--- src/rtl/capture_seq.sv ---
// Capture/dump sequencer: arms, optionally waits for a trigger edge, packs serial
// samples into RAM words, then streams the RAM to the UART high byte first.
module capture_seq #(
  parameter int unsigned WORD_W = 16,
  parameter int unsigned AW     = 8
) (
  input  logic              clk,
  input  logic              rst,
  input  logic              arm,
  input  logic              abort,
  input  logic              trig_mode,
  input  logic              trig,
  input  logic              sig,
  output logic [AW-1:0]     ram_waddr,
  output logic [WORD_W-1:0] ram_wdata,
  output logic              ram_we,
  output logic [AW-1:0]     ram_raddr,
  input  logic [WORD_W-1:0] ram_rdata,
  output logic [7:0]        tx_dat,
  output logic              tx_start,
  input  logic              tx_busy,
  output logic              busy,
  output logic              done
);

  localparam int unsigned BCNT_W = $clog2(WORD_W);
  localparam logic [BCNT_W-1:0] BCNT_LAST = BCNT_W'(WORD_W - 1);
  localparam logic [AW-1:0]     ADDR_LAST = {AW{1'b1}};

  typedef enum logic [3:0] {
    S_IDLE,
    S_ARMED,
    S_CAPTURE,
    S_RD_ADDR,
    S_RD_WAIT,
    S_SEND_HI,
    S_WAIT_HI,
    S_SEND_LO,
    S_WAIT_LO
  } state_e;

  state_e              state_q, state_d;
  logic                trig_dly_q;
  // Only the WORD_W-1 older samples are stored; the newest comes straight from sig.
  logic [WORD_W-2:0]   sh_q, sh_d;
  logic [BCNT_W-1:0]   bcnt_q, bcnt_d;
  logic [AW-1:0]       wptr_q, wptr_d;
  logic [AW-1:0]       rptr_q, rptr_d;
  logic [WORD_W-1:0]   word_q, word_d;
  logic                first_q, first_d;
  logic                ram_we_q, ram_we_d;
  logic [AW-1:0]       ram_waddr_q, ram_waddr_d;
  logic [WORD_W-1:0]   ram_wdata_q, ram_wdata_d;
  logic [7:0]          tx_dat_q, tx_dat_d;
  logic                tx_start_q, tx_start_d;
  logic                busy_q, busy_d;
  logic                done_q, done_d;
  logic                trig_rise;

  assign trig_rise = trig & ~trig_dly_q;

  // State and output registers.
  always_ff @(posedge clk) begin
    if (rst) begin
      state_q     <= S_IDLE;
      trig_dly_q  <= 1'b0;
      sh_q        <= '0;
      bcnt_q      <= '0;
      wptr_q      <= '0;
      rptr_q      <= '0;
      word_q      <= '0;
      first_q     <= 1'b0;
      ram_we_q    <= 1'b0;
      ram_waddr_q <= '0;
      ram_wdata_q <= '0;
      tx_dat_q    <= '0;
      tx_start_q  <= 1'b0;
      busy_q      <= 1'b0;
      done_q      <= 1'b0;
    end else begin
      state_q     <= state_d;
      trig_dly_q  <= trig;
      sh_q        <= sh_d;
      bcnt_q      <= bcnt_d;
      wptr_q      <= wptr_d;
      rptr_q      <= rptr_d;
      word_q      <= word_d;
      first_q     <= first_d;
      ram_we_q    <= ram_we_d;
      ram_waddr_q <= ram_waddr_d;
      ram_wdata_q <= ram_wdata_d;
      tx_dat_q    <= tx_dat_d;
      tx_start_q  <= tx_start_d;
      busy_q      <= busy_d;
      done_q      <= done_d;
    end
  end

  // Next-state and next-output logic.
  always_comb begin
    state_d     = state_q;
    sh_d        = sh_q;
    bcnt_d      = bcnt_q;
    wptr_d      = wptr_q;
    rptr_d      = rptr_q;
    word_d      = word_q;
    first_d     = 1'b0;
    ram_we_d    = 1'b0;
    ram_waddr_d = ram_waddr_q;
    ram_wdata_d = ram_wdata_q;
    tx_dat_d    = tx_dat_q;
    tx_start_d  = 1'b0;
    done_d      = 1'b0;

    unique case (state_q)
      S_IDLE: begin
        if (arm) begin
          wptr_d  = '0;
          bcnt_d  = '0;
          rptr_d  = '0;
          state_d = trig_mode ? S_ARMED : S_CAPTURE;
        end
      end
      S_ARMED: begin
        if (trig_rise) begin
          state_d = S_CAPTURE;
        end
      end
      S_CAPTURE: begin
        sh_d   = {sh_q[WORD_W-3:0], sig};
        bcnt_d = BCNT_W'(bcnt_q + 1'b1);
        if (bcnt_q == BCNT_LAST) begin
          bcnt_d      = '0;
          ram_we_d    = 1'b1;
          ram_waddr_d = wptr_q;
          ram_wdata_d = {sh_q, sig};
          if (wptr_q == ADDR_LAST) begin
            state_d = S_RD_ADDR;
          end else begin
            wptr_d = AW'(wptr_q + 1'b1);
          end
        end
      end
      S_RD_ADDR: begin
        state_d = S_RD_WAIT;
      end
      S_RD_WAIT: begin
        word_d  = ram_rdata;
        state_d = S_SEND_HI;
      end
      S_SEND_HI: begin
        if (!tx_busy) begin
          tx_dat_d   = word_q[WORD_W-1 -: 8];
          tx_start_d = 1'b1;
          first_d    = 1'b1;
          state_d    = S_WAIT_HI;
        end
      end
      S_WAIT_HI: begin
        // The UART raises tx_busy one cycle after the strobe, so skip that cycle.
        if (!first_q && !tx_busy) begin
          state_d = S_SEND_LO;
        end
      end
      S_SEND_LO: begin
        if (!tx_busy) begin
          tx_dat_d   = word_q[7:0];
          tx_start_d = 1'b1;
          first_d    = 1'b1;
          state_d    = S_WAIT_LO;
        end
      end
      S_WAIT_LO: begin
        if (!first_q && !tx_busy) begin
          if (rptr_q == ADDR_LAST) begin
            done_d  = 1'b1;
            state_d = S_IDLE;
          end else begin
            rptr_d  = AW'(rptr_q + 1'b1);
            state_d = S_RD_ADDR;
          end
        end
      end
      default: begin
        state_d = S_IDLE;
      end
    endcase

    // Abort cancels any pending write/strobe and leaves tx_dat untouched.
    if (abort && (state_q != S_IDLE)) begin
      state_d    = S_IDLE;
      ram_we_d   = 1'b0;
      tx_start_d = 1'b0;
      tx_dat_d   = tx_dat_q;
      done_d     = 1'b0;
      first_d    = 1'b0;
    end

    busy_d = (state_d != S_IDLE);
  end

  assign ram_waddr = ram_waddr_q;
  assign ram_wdata = ram_wdata_q;
  assign ram_we    = ram_we_q;
  assign ram_raddr = rptr_q;
  assign tx_dat    = tx_dat_q;
  assign tx_start  = tx_start_q;
  assign busy      = busy_q;
  assign done      = done_q;

endmodule
--- config.mk ---
export PLATFORM = sky130hd
export DESIGN_NAME = capture_seq
export DESIGN_NICKNAME = d
export VERILOG_FILES = /design/src/rtl/capture_seq.sv
export SDC_FILE = /design/constraint.sdc
export NUM_CORES = 1
export LEC_CHECK = 0
export CAP_MARGIN = 20
export CORE_ASPECT_RATIO = 0.9
export CORE_MARGIN = 2
export CORE_UTILIZATION = 25
export DETAILED_ROUTE_END_ITERATION = 16
export GPL_TIMING_DRIVEN = 0
export PLACE_DENSITY = 0.55
export SETUP_SLACK_MARGIN = 0.15
export SYNTH_ARGS = -nofsm -noshare
export SYNTH_HDL_FRONTEND = slang
export SYNTH_SLANG_ARGS = --single-unit
--- constraint.sdc ---
create_clock -name clk -period 5.15 [get_ports clk]
set_input_delay 1.03 -clock clk [delete_from_list [all_inputs] [get_ports clk]]
set_output_delay 1.03 -clock clk [all_outputs]
set_load 0.005 [all_outputs]
Word level (Yosys, flattened, before mapping)
Index checks and enable logic that the tools add are counted.
{ "totals": {"ff_bits": 92, "rom_bits": 0, "out_inout_bits": 44, "latchBits": 0, "ramBits": 0, "word_cells": 89, "mem_count": 0, "input_bits": 24} }
{ "op_classes": {"n_div": 0, "n_bitwise": 7, "reduce_logical": 19, "magnitude_cmp": 0, "eq_ne": 18, "mux": 28, "n_addsub": 3, "mul": 0, "shifts": 0} }
{ "op_table": {"columns": ["operator", "count"], "rows": [
  ["$mux W8", 7],
  ["$pmux W8 S2", 3],
  ["$mux W4", 11],
  ["$pmux W4 S9", 1],
  ["$add A8 B1 Y8 const B", 2],
  ["$eq A4 B3 Y1 const B", 4],
  ["$eq A8 B8 Y1 const B", 2],
  ["$ne A2 B2 Y1 const B", 7],
  ["$reduce_and A4 Y1", 3],
  ["$eq A4 B2 Y1 const B", 2],
  ["$eq A4 B4 Y1 const B", 2],
  ["$pmux W4 S2", 1],
  ["$reduce_bool A4 Y1", 2],
  ["$not A1 Y1", 6],
  ["$reduce_bool A2 Y1", 3],
  ["$reduce_or A3 Y1", 2],
  ["$add A4 B1 Y4 const B", 1],
  ["$eq A4 B1 Y1 const B", 1],
  ["$logic_not A4 Y1", 1],
  ["$mux W2", 2],
  ["$reduce_and A2 Y1", 2],
  ["$reduce_or A4 Y1", 1],
  ["$mux W1", 3],
  ["$logic_and A1 B1 Y1", 2],
  ["other kinds (3)", 4]
]} }

Logic depth before layout (Yosys ltp)
Gate-level depths: netlist of run 1.
{ "logic_depth": {"depth_word": 6, "ltp_mapped": 7, "mapped_depth_nobuf": 6} }

Worst setup path after synthesis of run 1
Ideal clock, no wire load.
{ "synth_timing": {"kind": "input -> register", "startpoint": "in tx_busy", "endpoint": "reg rptr_q[5] (netlist: ram_raddr[5])", "n_path_buf": 1, "stages": 6, "required_ns": 5.022, "t_arrival_ns": 2.008, "setup_time_ns": 0.128, "setup_slack_ns": 3.014, "cell_sequence": "nor2_1 > nor2b_1 > clkbuf_1 > a2111oi_1 > xnor2_1 > nor2_1"} }
{ "synth_between": {"elab_chain_cells": 4} }
{ "synth_lines": {"columns": ["element", "line", "source"], "rows": [
  ["start: declaration", "21", "input logic tx_busy,"],
  ["$logic_not A1 Y1", "174", "if (!first_q && !tx_busy) begin"],
  ["$logic_and A1 B1 Y1", "174", null],
  ["$ne A2 B2 Y1 (no line)", null, null],
  ["$reduce_and A4 Y1 (no line)", null, null],
  ["end signal: assignment", "86", "rptr_q <= rptr_d;"],
  ["end: declaration", "48", "logic [AW-1:0] rptr_q, rptr_d;"]
]} }
Every way passes these cells.
A chain may end at the register's enable or synchronous reset.

Worst setup path in the final report of run 1
Ends and elaborated chain as after synthesis.

==> flow_summary_export.csv, run 1 <==
group,metric,value,unit
place,hpwl,6.87,mm
critical_path,cp-start-kind,"input port",
grt,overflow,0,
synthesis,yosysWarnings,0,
critical_path,critPathMostFrequentCell,"nor2_1",
pwr,powerDensity,293,mW/mm^2
sta,finalSetupViolations,0,
grt,grt.total_usage,12.1,%
pwr,ir_drop,0.000159,V
synthesis,synth_top_cell_by_area,"dfxtp_1",
synthesis,avgSynthCellArea,8.36,um^2
floorplan,core-area,0.0147,mm^2
clock_network,cts_resized,0,
critical_path,crit_type,"input port to flop",
grt,antenna_found_initial,0,
floorplan,pin_count,68,
place,port_buffers,67,
final_layout,layout.nets,555,
sta,layout_setup_ws,2600,ps
synthesis,synth_cell_types,48,
routing,routed_wirelength,9.26,mm
routing,avgRoutedWirePerCell,12.7,um
clock_network,post_cts_buffers,0,
sta,final.min_clock_period,2550,ps
grt,grt_pass1_vias,3198,
critical_path,crit_chain,"clkdlybuf4s50_1 > nor2_1 > nor2b_1 > clkbuf_1 > a2111oi_1 > xnor2_1 > nor2_1",
sta,holdWs,455,ps
synthesis,yosysMostFrequentCell,"nand2_1",
pwr,power,1.45,mW
routing,drt-initial-drc-count,169,
clock_network,clkTransAtPathRegs,60,ps
synthesis,ys_top_cells_by_count,"nand2_1 (117), dfxtp_1 (92), a21oi_1 (66)",
floorplan,die_h,120,um
pwr,p_leak,1.59,nW
critical_path,slowest_stage,"a2111oi_1",
synthesis,synth_top_area_share,49.0,%
critical_path,worst_ep_arrival_time,2780,ps
floorplan,start_util,25.6,%
final_layout,area_growth,31.7,%
routing,first_pass_iters,4,
sta,finalMaxSlewViolations,0,
sta,finalCritPeriodShare,49.6,%
routing,vias_per_cell,4.49,
synthesis,synthArstFlopShare,0,%
synthesis,synthFlopType,"dfxtp_1",
synthesis,yosysSeqAreaShare,49.0,%
final_layout,finalInstanceArea,0.00496,mm^2
grt,grt_max_degree,17,
place,dp_worst_setup_slack,2280,ps
routing,vias,3276,
clock_network,cts_tree,"built",
routing,ant_nets,0,
sta,max_freq,392,MHz
clock_network,clock_latency,350,ps
place,gp_congestion,0.783,
status,outcome,"complete, no violations",
sta,max_slew.worst_pin.slew,856,ps
synthesis,synth_seq_cells,92,
clock_network,cts.sinks,92,
worst_hold_path,hold_class,"flop to flop",
final_layout,antennaDiodeCount,0,
sta,setup-tns-final,0,ps
critical_path,end_kind,"flop",
clock_network,clock_path_buffers,2,
floorplan,dieArea,0.0160,mm^2
clock_network,cts_buffers,9,
synthesis,synth_edf_count,0,
synthesis,syn_inst,450,
clock_network,root_buffer,"clkbuf_16",
synthesis,syn-num-nets,477,
floorplan,die-width,133,um
grt,grt_pass1_wl,15.4,mm
critical_path,worstPathMaxFanout,8,
clock_network,postCtsHoldBufs,0,
synthesis,syn-cell-area,0.00376,mm^2
floorplan,row_count,42,
synthesis,netlist_top_cells_area,"dfxtp_1 (49%), nand2_1 (12%), a21oi_1 (8.8%)",
critical_path,crit_required,5370,ps
final_layout,drive_above_1_share,7.14,%
flow_run,maxCapViolations,0,
clock_network,cts.htree.levels,3,
sta,rsz0062_at_grt,"no",
sta,finalHoldViolCount,0,
critical_path,cpPeakStageDelay,510,ps
sta,relSlewSlack,42.5,%
routing,drc_errors,0,
place,placed_area,0.00468,mm^2
sta,skew,5.24,ps
-- stage by stage --
step / std cells / util (%)
finish: 730 / 33.7
CTS: 730 / 33.7
floorplan: 450 / -
global placement: 715 / 31.8
global route: 730 / 33.7
detailed placement: 715 / 31.8
-- sequential cells by signal, summed over array words and instances (netlist names), 4 cells and up --
| register | count |
|---|---|
| ram_raddr | 8 |
| ram_waddr | 8 |
| ram_wdata | 16 |
| wptr_q | 8 |
| bcnt_q | 4 |
| tx_dat | 8 |
| sh_q | 15 |
| word_q | 16 |
| state_q | 4 |
-- layout make-up --
type                    instances  area [um^2]
multi-input cells             324         1760
clock buffers                   9          225
flip-flops and latches         92         1840
clock inverters                 6         50.0
well taps                     198          248
plain buffers                  30          143
fillers                      1551         9760
inverters                       4         15.0
repair buffers                 67          671
-- power breakdown --
part | total [mW] | internal (mW) | switching [mW] | leakage (nW)
Sequential | 0.725 | 0.718 | 0.00696 | 0.742
Combinational | 0.108 | 0.0431 | 0.0649 | 0.716
Clock | 0.617 | 0.330 | 0.287 | 0.134
-- metal layers --
layer	vias up	track usage [%]	share of wire (%)
li1	1697	-	-
met1	1487	14.7	47
met2	80	20.1	46
met3	12	4.07	5.6
met4	0	3.99	1.3
met5	-	0	0
-- final timing paths --
check | startpoint | to | depth (start not counted) | slack (ps)
worst max-delay path | tx_busy | ram_raddr[5]$_SDFFE_PP0P_ | 7 | 2600
worst max register to register | state_q[3]$_SDFF_PP0_ | word_q[6]$_SDFFE_PP0P_ | 6 | 3060
worst min register to register | ram_waddr[2]$_SDFFE_PP0P_ | ram_waddr[2]$_SDFFE_PP0P_ | 2 | 450
worst min-delay path | ram_waddr[2]$_SDFFE_PP0P_ | ram_waddr[2]$_SDFFE_PP0P_ | 2 | 450
-- logic make-up (layout without fill, tap and decap cells) --
| family | Yosys count | count (layout) | synth area share, % |
|---|---|---|---|
| simple gates | 196 | 196 | 24.0 |
| compound gates | 105 | 105 | 16.8 |
| flops | 92 | 92 | 49.0 |
| buf+inv | 34 | 116 | 4.19 |
| xor+xnor | 10 | 10 | 2.33 |
| mux | 10 | 10 | 2.66 |
| fa+ha+maj | 3 | 3 | 0.998 |
-- worst max-delay path, delay by kind of cell --
kind | cells | cell delay, ps
buffers and inverters | 2 | 710
AOI/OAI and AO/OA | 1 | 510
and+or+nand+nor | 3 | 360
xor gates and xnor gates | 1 | 170
-- layout by cell type (no fill, tap or decap), types with 2 or more instances in the layout --
cell	n
a2111oi_2	2
a211oi_1	17
a21oi_1	66
buf_2	9
buf_6	2
clkbuf_1	18
clkbuf_16	9
clkdlybuf4s50_1	67
clkinv_4	2
dfxtp_1	92
ha_1	3
inv_1	4
mux2i_1	10
nand2_1	117
nand2b_1	6
nand3_1	11
nand4_1	2
nor2_1	33
nor2b_1	4
nor3_1	2
nor4_1	3
nor4b_4	2
o21ai_0	5
o21ai_2	2
o21bai_1	2
o31ai_1	2
or2_2	2
or3_1	2
xnor2_1	10
Note: power is estimated with default switching activity, not from simulation.
==> run 2, diff against run 1 <==
--- a/config.mk
+++ b/config.mk
@@ -11,7 +11,7 @@
 export CORE_UTILIZATION = 25
 export DETAILED_ROUTE_END_ITERATION = 16
 export GPL_TIMING_DRIVEN = 0
-export PLACE_DENSITY = 0.55
+export PLACE_DENSITY = 0.57
 export SETUP_SLACK_MARGIN = 0.15
 export SYNTH_ARGS = -nofsm -noshare
 export SYNTH_HDL_FRONTEND = slang
==> constraint.sdc (replaced) <==
create_clock -name clk -period 2.3 [get_ports clk]
set_input_delay 0.46 -clock clk [delete_from_list [all_inputs] [get_ports clk]]
set_output_delay 0.46 -clock clk [all_outputs]
set_load 0.005 [all_outputs]
==> run 2 against run 1 <==
  * First-iteration DRC count decreased by 14%
  * Combinational power up 130%
  * Sequential power increased by 120%
  * Via count grew 1.3%
  * Worst hold slack better by 0.72 ps
  * Global-route usage down 0.14 points
==> flow_summary_export.csv, run 2 (synthesis results as in run 1) <==
group,metric,value,unit
clock_network,cts_tree,"built",
pwr,p_leak,1.62,nW
sta,finalSetupViolations,0,
sta,max_freq,498,MHz
grt,grt_pass1_wl,15.3,mm
floorplan,start_util,25.6,%
pwr,p_switching,839,uW
sta,finalMaxSlewViolations,0,
floorplan,pin_count,68,
routing,vias_per_cell,4.54,
pwr,p_clk_share,45.3,%
critical_path,crit_required,2520,ps
floorplan,core-area,0.0147,mm^2
grt,top_usage_layer,"met2",
place,hpwl,6.93,mm
clock_network,clock_path_buffers,2,
critical_path,crit_type,"input port to flop",
routing,vias,3320,
final_layout,seqCellArea,0.00184,mm^2
pwr,powerDensity,682,mW/mm^2
sta,finalHoldViolCount,0,
pwr,ir_drop,0.000335,V
grt,met3_usage,3.31,%
worst_hold_path,hold_class,"flop to flop",
floorplan,die-width,133,um
critical_path,worst_ep_arrival_time,2230,ps
sta,max_slew.worst_pin.slew,611,ps
routing,ant_nets,0,
pwr,combPwrFrac,7.1,%
pwr,internal_power,2.58,mW
final_layout,area_growth,33.2,%
routing,routed_wirelength,9.25,mm
place,gp_congestion,0.791,
routing,first_pass_iters,4,
sta,skew,6.03,ps
clock_network,cts.sinks,92,
final_layout,multi_input_area,0.00178,mm^2
sta,finalCritPeriodShare,87.4,%
clock_network,cts.htree.levels,3,
final_layout,drive_above_1_share,7.88,%
critical_path,end_kind,"flop",
sta,final.min_clock_period,2010,ps
clock_network,clkTransAtPathRegs,70,ps
clock_network,clock_latency,340,ps
final_layout,layout.nets,555,
final_layout,layout_commonest_cell,"nand2_1",
pwr,power,3.42,mW
final_layout,finalNonFillerCells,731,
floorplan,dieArea,0.0160,mm^2
pwr,switching_share,24.6,%
grt,grt.total_usage,11.9,%
status,outcome,"complete, no violations",
routing,avgRoutedWirePerCell,12.6,um
routing,drc_errors,0,
critical_path,worstPathMaxFanout,8,
grt,grt_max_degree,19,
final_layout,antennaDiodeCount,0,
grt,antenna_found_initial,0,
grt,use_met2,20.0,%
sta,rsz0062_at_grt,"no",
clock_network,cts_buffers,9,
grt,overflow,0,
grt,grt_pass1_vias,3246,
final_layout,fill_cells,1539,
floorplan,row_count,42,
sta,relSlewSlack,59.3,%
final_layout,layout_common_cells,"nand2_1 (116), dfxtp_1 (91), clkdlybuf4s50_1 (67)",
place,port_buffers,67,
flow_run,maxCapViolations,0,
grt,grt_util_met1,14.6,%
routing,drt-initial-drc-count,145,
place,dp.cells,715,
clock_network,root_buffer,"clkbuf_16",
critical_path,cp-start-kind,"input port",
floorplan,die_h,120,um
pwr,seq_power_share,47.5,%
==> run 2: cell types whose count changed in the layout (fill, tap and decap cells not counted), sizes merged <==
cell and delta:
clkbuf +1, clkinv -2, inv +3, bufinv +1, clkinvlp -1, buf -1
==> run 2: path summary, 6_finish.rpt <==
kind,from,end,slack [ps],cells after the start
worst max-delay path,tx_busy,ram_raddr[5]$_SDFFE_PP0P_,290,7
worst min-delay path,word_q[2]$_SDFFE_PP0P_,word_q[2]$_SDFFE_PP0P_,460,2
worst max register to register,state_q[3]$_SDFF_PP0_,ram_waddr[3]$_SDFFE_PP0P_,290,7
worst min register to register,word_q[2]$_SDFFE_PP0P_,word_q[2]$_SDFFE_PP0P_,460,2
==> run 2: cell type report <==
class | count | area share [%]
Clock buffer | 9 | 4.49
Buffer | 30 | 2.90
Inverter | 4 | 0.300
Timing Repair Buffer | 67 | 13.4
Multi-Input combinational cell | 324 | 35.5
Sequential cell | 92 | 36.8
Tap cell | 198 | 4.94
Clock inverter | 7 | 1.75
==> run 2: layer usage <==
metal	share of wire, %	vias to the layer above
met5	0	-
met2	47	73
met1	46	1548
met3	5.2	11
li1	-	1688
met4	1.6	0
==> run 2: worst max-delay path, stage by stage <==
cell             delay, ps
clkdlybuf4s50_1        480
nor2_1                 240
nor2b_1                 80
clkbuf_1               230
a2111oi_1              510
xnor2_1                170
nor2_1                  50
==> run 2: power groups by stage <==
stage | sequential, mW | clock (mW) | combinational [mW]
after floorplan | 1.66 | 0 | 0.146
after global placement | 1.66 | 0 | 0.237
after detailed placement | 1.66 | 0 | 0.241
after CTS | 1.62 | 1.60 | 0.243
after global routing | 1.63 | 1.65 | 0.268
final | 1.62 | 1.55 | 0.243
==> run 2: stage by stage <==
| stage | instance area (um^2) | util [%] | TNS [ps] | hold WS (ps) | worst slack [ps] |
|---|---|---|---|---|---|
| after floorplan | 3760 | - | 0 | 432 | 473 |
| after CTS | 4990 | 33.9 | 0 | 456 | 169 |
| after global routing | 5010 | 34.1 | 0 | 469 | 150 |
| after global placement | 4680 | 31.8 | 0 | 441 | 3.97 |
| after detailed placement | 4680 | 31.8 | -21.8 | 447 | -21.8 |
| final | 5010 | 34.1 | 0 | 456 | 291 |
==> run 2: repair_timing <==
| action | CTS | global route |
|---|---|---|
| hold buffers | 0 | 0 |
| buffers inserted | 0 | 0 |
| resized for setup | 0 | 5 |
| setup endpoints to repair | 0 | 15 |
